===== src/rtl/spi_vector_regs_if.sv =====
// Write-only SPI link (mode 0, MSB first) to the view-vector register bank.
// The host drives the master modport; spi_vector_regs takes the slave modport.
interface spi_vector_regs_if;
    logic i_sclk;
    logic i_mosi;
    logic i_ss_n;
    logic o_miso;

    modport master (
        output i_sclk,
        output i_mosi,
        output i_ss_n,
        input  o_miso
    );

    modport slave (
        input  i_sclk,
        input  i_mosi,
        input  i_ss_n,
        output o_miso
    );
endinterface


===== src/rtl/spi_vector_regs.sv =====
// Frame-synchronised view-vector bank loaded over SPI; vectors are Qm.Qn (QM+QN bits).
// Optional macro SPI_VEC_READBACK_EN: o_miso streams the live set during each write.
//
// state | meaning
// IDLE  | waiting for a fresh i_ss_n falling edge
// SHIFT | shifting i_mosi on each synchronised i_sclk rise
// DONE  | one cycle: accept (exact bit count) or flag rx error
module spi_vector_regs #(
    parameter int NVEC = 6,
    parameter int QM   = 8,
    parameter int QN   = 8
) (
    input  logic                    clk,
    input  logic                    reset,
    spi_vector_regs_if.slave        spi,
    input  logic                    i_frame_end,
    output logic signed [QM+QN-1:0] playerX,
    output logic signed [QM+QN-1:0] playerY,
    output logic signed [QM+QN-1:0] facingX,
    output logic signed [QM+QN-1:0] facingY,
    output logic signed [QM+QN-1:0] vplaneX,
    output logic signed [QM+QN-1:0] vplaneY,
    output logic                    o_load_pending,
    output logic                    o_rx_err
);
    localparam int W     = QM + QN;
    localparam int NBITS = NVEC * W;
    localparam int CW    = $clog2(NBITS + 2);

    localparam logic [W-1:0] V_ZERO  = '0;
    localparam logic [W-1:0] V_ONE   = W'(1) << QN;
    localparam logic [W-1:0] V_P15   = W'(3) << (QN - 1);
    localparam logic [W-1:0] V_NHALF = ~(W'(1) << (QN - 1)) + W'(1);

    localparam logic [NBITS-1:0] RESET_VEC = {V_P15, V_P15, V_ZERO, V_ONE, V_NHALF, V_ZERO};

    typedef enum logic [1:0] {
        IDLE,
        SHIFT,
        DONE
    } rx_state_t;

    logic [1:0]       sclk_sync;
    logic [1:0]       mosi_sync;
    logic [1:0]       ss_sync;
    logic             sclk_d;
    logic             ss_d;
    logic             sclk_rise;
    logic             ss_fall;
    logic             ss_rise;

    rx_state_t        state;
    logic [CW-1:0]    bit_cnt;
    logic [NBITS-1:0] shift_reg;
    logic [NBITS-1:0] pending_vec;
    logic [NBITS-1:0] live_vec;

    // Select resets to "asserted" so a bus held low across reset never
    // produces a falling edge; only a fresh high-to-low starts a transaction.
    always_ff @(posedge clk) begin
        if (reset) begin
            sclk_sync <= 2'b00;
            mosi_sync <= 2'b00;
            ss_sync   <= 2'b00;
            sclk_d    <= 1'b0;
            ss_d      <= 1'b0;
        end else begin
            sclk_sync <= {sclk_sync[0], spi.i_sclk};
            mosi_sync <= {mosi_sync[0], spi.i_mosi};
            ss_sync   <= {ss_sync[0], spi.i_ss_n};
            sclk_d    <= sclk_sync[1];
            ss_d      <= ss_sync[1];
        end
    end

    assign sclk_rise = sclk_sync[1] & ~sclk_d;
    assign ss_fall   = ~ss_sync[1] & ss_d;
    assign ss_rise   = ss_sync[1] & ~ss_d;

    always_ff @(posedge clk) begin
        if (reset) begin
            state          <= IDLE;
            bit_cnt        <= '0;
            shift_reg      <= '0;
            pending_vec    <= '0;
            live_vec       <= RESET_VEC;
            o_load_pending <= 1'b0;
            o_rx_err       <= 1'b0;
        end else begin
            // Commit first; a same-cycle DONE below overrides the pending flag
            // so the fresh set waits for the next frame end.
            if (i_frame_end && o_load_pending) begin
                live_vec       <= pending_vec;
                o_load_pending <= 1'b0;
            end

            case (state)
                IDLE: begin
                    if (ss_fall) begin
                        state   <= SHIFT;
                        bit_cnt <= '0;
                    end
                end
                SHIFT: begin
                    if (sclk_rise) begin
                        shift_reg <= {shift_reg[NBITS-2:0], mosi_sync[1]};
                        if (bit_cnt != CW'(NBITS + 1)) begin
                            bit_cnt <= bit_cnt + 1'b1;
                        end
                    end
                    if (ss_rise) begin
                        state <= DONE;
                    end
                end
                DONE: begin
                    if (bit_cnt == CW'(NBITS)) begin
                        pending_vec    <= shift_reg;
                        o_load_pending <= 1'b1;
                        o_rx_err       <= 1'b0;
                    end else begin
                        o_rx_err <= 1'b1;
                    end
                    state <= IDLE;
                end
                default: state <= IDLE;
            endcase
        end
    end

    assign playerX = live_vec[5*W +: W];
    assign playerY = live_vec[4*W +: W];
    assign facingX = live_vec[3*W +: W];
    assign facingY = live_vec[2*W +: W];
    assign vplaneX = live_vec[1*W +: W];
    assign vplaneY = live_vec[0 +: W];

`ifdef SPI_VEC_READBACK_EN
    logic             sclk_fall;
    logic [NBITS-1:0] tx_reg;

    assign sclk_fall = ~sclk_sync[1] & sclk_d;

    // Snapshot of the displayed set, shifted out while the next set comes in.
    always_ff @(posedge clk) begin
        if (reset) begin
            tx_reg <= '0;
        end else if (state == IDLE && ss_fall) begin
            tx_reg <= live_vec;
        end else if (state == SHIFT && sclk_fall) begin
            tx_reg <= {tx_reg[NBITS-2:0], 1'b0};
        end
    end

    assign spi.o_miso = tx_reg[NBITS-1];
`else
    assign spi.o_miso = 1'b0;
`endif

endmodule


===== src/flat_wrapper.sv =====
// flat-port wrapper written by rule: the top's interface ports become plain ports
module spi_vector_regs_flat 
#(
    parameter int NVEC = 6,
    parameter int QM   = 8,
    parameter int QN   = 8
)
  (clk, reset, i_frame_end, playerX, playerY, facingX, facingY, vplaneX, vplaneY, o_load_pending, o_rx_err, spi_i_sclk, spi_i_mosi, spi_i_ss_n, spi_o_miso);
  spi_vector_regs_if spi_i ();
  input  logic clk;
  input  logic reset;
  input  logic i_frame_end;
  output logic signed [QM+QN-1:0] playerX;
  output logic signed [QM+QN-1:0] playerY;
  output logic signed [QM+QN-1:0] facingX;
  output logic signed [QM+QN-1:0] facingY;
  output logic signed [QM+QN-1:0] vplaneX;
  output logic signed [QM+QN-1:0] vplaneY;
  output logic o_load_pending;
  output logic o_rx_err;
  input wire logic [$bits(spi_i.i_sclk)-1:0] spi_i_sclk;
  input wire logic [$bits(spi_i.i_mosi)-1:0] spi_i_mosi;
  input wire logic [$bits(spi_i.i_ss_n)-1:0] spi_i_ss_n;
  output wire logic [$bits(spi_i.o_miso)-1:0] spi_o_miso;
  assign spi_i.i_sclk = spi_i_sclk;
  assign spi_i.i_mosi = spi_i_mosi;
  assign spi_i.i_ss_n = spi_i_ss_n;
  assign spi_o_miso = spi_i.o_miso;
  spi_vector_regs #(.NVEC(NVEC), .QM(QM), .QN(QN)) u_core (.clk(clk), .reset(reset), .spi(spi_i), .i_frame_end(i_frame_end), .playerX(playerX), .playerY(playerY), .facingX(facingX), .facingY(facingY), .vplaneX(vplaneX), .vplaneY(vplaneY), .o_load_pending(o_load_pending), .o_rx_err(o_rx_err));
endmodule

===== config.mk =====
export PLATFORM = sky130hd
export DESIGN_NAME = spi_vector_regs_flat
export DESIGN_NICKNAME = d
export VERILOG_FILES = /design/src/rtl/spi_vector_regs_if.sv /design/src/rtl/spi_vector_regs.sv /design/src/flat_wrapper.sv
export SDC_FILE = /design/constraint.sdc
export NUM_CORES = 1
export LEC_CHECK = 0
export BUFFER_PORTS_ARGS = -buffer_cell sky130_fd_sc_hd__buf_2
export CORE_MARGIN = 8
export CORE_UTILIZATION = 48
export DETAILED_ROUTE_END_ITERATION = 10
export PLACE_DENSITY = 0.66
export SKIP_LAST_GASP = 1
export SLEW_MARGIN = 0
export SYNTH_ARGS = -nofsm -noshare
export SYNTH_HDL_FRONTEND = slang
export SYNTH_SLANG_ARGS = --single-unit

===== constraint.sdc =====
create_clock -name clk -period 3.55 [get_ports clk]
set_clock_uncertainty 0.15 [all_clocks]
set_input_delay 0 -clock clk [delete_from_list [all_inputs] [get_ports clk]]
set_output_delay 0 -clock clk [all_outputs]
set_load 0.005 [all_outputs]

==> flow_metrics.tcl <==
set metrics [dict create \
    synth.area.mux_share_pct 0.0944 \
    cp.arrival_ns 2.46 \
    hpwlAfterDp_mm 12.7 \
    routed-wl-met2_mm 9.66 \
    crit_path_end_kind "flop" \
    synth-edff-count 0 \
    fin_setup_tns_ns 0 \
    core_area_sq_um 21800 \
    root_buffer "clkbuf_16" \
    utilization_pct 56.5 \
    wl_per_cell_um 13.3 \
    crit_family "simple AND/OR/NAND/NOR gates" \
    syn_avg_cell_area_sq_um 7.97 \
    swShare_pct 20.1 \
    clkLatencyLatePin_ns 0.55 \
    p_clk_share_pct 48.0 \
    fin_crit_sh_pct 60.5 \
    gp_routability_congestion 0.727 \
    n_antenna_cell 0 \
    clk_pin_slew_worst_paths_ns 0.06 \
    p_switching_w 0.00136 \
    syn_area_sq_um 10600 \
    die-area_sq_um 27100 \
    timing.rr.start "u_core.bit_cnt[2]" \
    dr_total_vias 8454 \
    cp-start-kind "flop" \
    maxSlewViolCount 0 \
    wl_met1_mm 11.2 \
    post-cts-setup-buffers 0 \
    grt.overflow.total 0 \
    max_freq_ghz 0.466 \
    grt_use_total_pct 16.5 \
    nets 1388 \
    io_buffers 103 \
    synthSimpleGateAreaFrac_pct 23.7 \
    clockBufferDepth 3 \
    slew_headroom_pct 30.0 \
    fp.dieW_um 165 \
    setup_viol 0 \
    synthXorXnorAreaFrac_pct 0.0826 \
    synth_top_family_by_area "simple AND/OR/NAND/NOR gates" \
    r2r_end "u_core.pending_vec[56]" \
    cts_resized 0 \
    critical_path_class "flop to flop" \
    cp_data_required_time_ns 3.86 \
    final_common_cell "nand2_1" \
    initial_core_util_pct 48.7 \
    cts_buffers 31 \
    endpoint "u_core.pending_vec[56]" \
    path_depth 5 \
    maxCapViolations 0 \
    die_h_um 165 \
    crit_fanout 58 \
    p_comb_share_pct 1.2 \
    drt-initial-drc-count 641 \
    dr.pass1.iters 4 \
    seq_power_share_pct 50.9 \
    grt_pass1_vias 7863 \
    ys_warn_count 0 \
    hold_viol 0 \
    row_count 54 \
    area_growth_pct 15.9 \
    io_pins 105 \
    grt_pass1_wl_mm 38.3 \
    outcome "complete, no violations" \
    grt_max_degree 154 \
    ys_ff_latch 307 \
    synth_nets 1340 \
    rsz0062_at_grt "false" \
    cp-startpoint "u_core.bit_cnt[2]" \
    power_density_nw_per_um2 553 \
    cp_slowest_cell "and4_4" \
    p_leak_nw 4.34 \
    final_antenna_net_count 0 \
    top_layer_used "met4" \
    ys.flop_type "dfxtp_1" \
    period_needed_ns 2.15 \
    htreeDepth 1 \
    critical_path_buf_inv_count 1 \
    ys_types 33 \
    drc 0 \
    ys_seq_area_share_pct 58.0 \
    p_int_w 0.00543 \
    hp-class "primary input to flop" \
    cts_tree "done" \
    slowest_delay_ns 0.57 \
    worstRegToRegCells 5 \
    routed_via_density 5.02 \
    holdPathStages 2 \
    path_cells "nor4b_4 > and4_4 > buf_12 > nand2_1 > a21oi_1" \
    layout_common_cells "nand2_1 (579), dfxtp_1 (307), a21oi_1 (280)" \
    async_flop_share_pct 0 \
    peakVddDrop_uv 336 \
    reg2reg_slack_ns 1.40 \
    cts.sinks 307 \
    drt-total-wl_mm 22.4 \
    tightestPinTransition_ns 1.05 \
    layout-drive-gt1-share_pct 12.0 \
    antenna_found_initial 0 \
    wl_met3_mm 1.09 \
    synth_fa_ha_area_share_pct 0.354 \
    synth_compound_area_share_pct 13.7 \
    syn_inst 1331 \
]
worst register-to-register path: cells and delay by family, from the launching register on:
family                 cells  cell delay, ns
buffers and inverters      1            0.34
flip-flops                 1            0.36
AO/OA/AOI/OAI              1            0.15
AND/OR/NAND/NOR            3            1.07
per-layer routing:
layer | track usage (%) | vias up
met5 | 0 | -
met4 | 4.01 | 0
met3 | 3.19 | 36
met2 | 25.8 | 140
met1 | 23.0 | 3897
li1 | - | 4381
area by class of cell:
class | instances | area [sq um]
multi-input combinational | 922 | 4080
sequential | 307 | 6150
inverter | 3 | 11.3
clock buffer | 49 | 983
timing repair buffer | 114 | 642
fill | 2059 | 9470
clock inverter | 8 | 72.6
tap | 280 | 350
kinds of logic (layout without fill, tap and decap cells):
group                      after synthesis  after routing
muxes                                    1              1
AOI/OAI and AO/OA                      288            288
buffers and inverters                  102            174
xor gates and xnor gates                 1              1
DFF                                    307            307
adders and majority gates                3              3
and+or+nand+nor                        628            628
other                                    1              1
cells in the mapped netlist (2+ instances only):
master    instances  area, sq um
nand2_1         580         2180
dfxtp_1         307         6150
a21oi_1         280         1400
clkbuf_1         67          251
buf_2            16         80.1
nand3b_1         14          105
buf_1            11         41.3
nor2b_1           9         56.3
a31oi_1           5         31.3
buf_4             5         37.5
nand2b_1          4         25.0
ha_1              3         37.5
inv_1             3         11.3
nor2_1            3         11.3
nor3_1            3         15.0
and3_1            2         12.5
nand3_1           2         10.0
nor3b_1           2         15.0
power groups by stage:
stage                     clock [W]  combinational [W]  sequential [W]
after floorplan                   0          0.0000595         0.00353
after global placement            0          0.0000765         0.00353
after detailed placement          0          0.0000755         0.00353
after CTS                   0.00334          0.0000788         0.00345
after global routing        0.00349          0.0000864         0.00345
final                       0.00326          0.0000788         0.00345
what timing repair did:
item / in CTS / in global routing
hold endpoints to repair: 4 / 0
endpoints found under the setup margin: 0 / 0
hold buffers: 4 / 0
stage by stage:
step           power, W  setup WS [ns]  area [sq um]  instances  hold WS [ns]
4_1_cts         0.00687           1.40         12300       1683        0.0343
6_report        0.00679           1.40         12300       1683        0.0281
3_5_place_dp    0.00360           1.42         11200       1622        0.0914
5_1_grt         0.00702           1.16         12300       1683        0.0920
2_1_floorplan   0.00359           1.85         10600       1331       -0.0218
3_3_place_gp    0.00361           1.48         11200       1622        0.0912
worst min-delay path by stage:
stage	start	endpoint
final	reset	u_core.mosi_sync[0]
after global routing	spi_i_sclk	u_core.sclk_sync[0]
after CTS	reset	u_core.mosi_sync[0]
after detailed placement	spi_i_mosi	u_core.mosi_sync[0]
after global placement	spi_i_mosi	u_core.mosi_sync[0]
after floorplan	spi_i_mosi	u_core.mosi_sync[0]
Power figures use the tool's default switching activity.
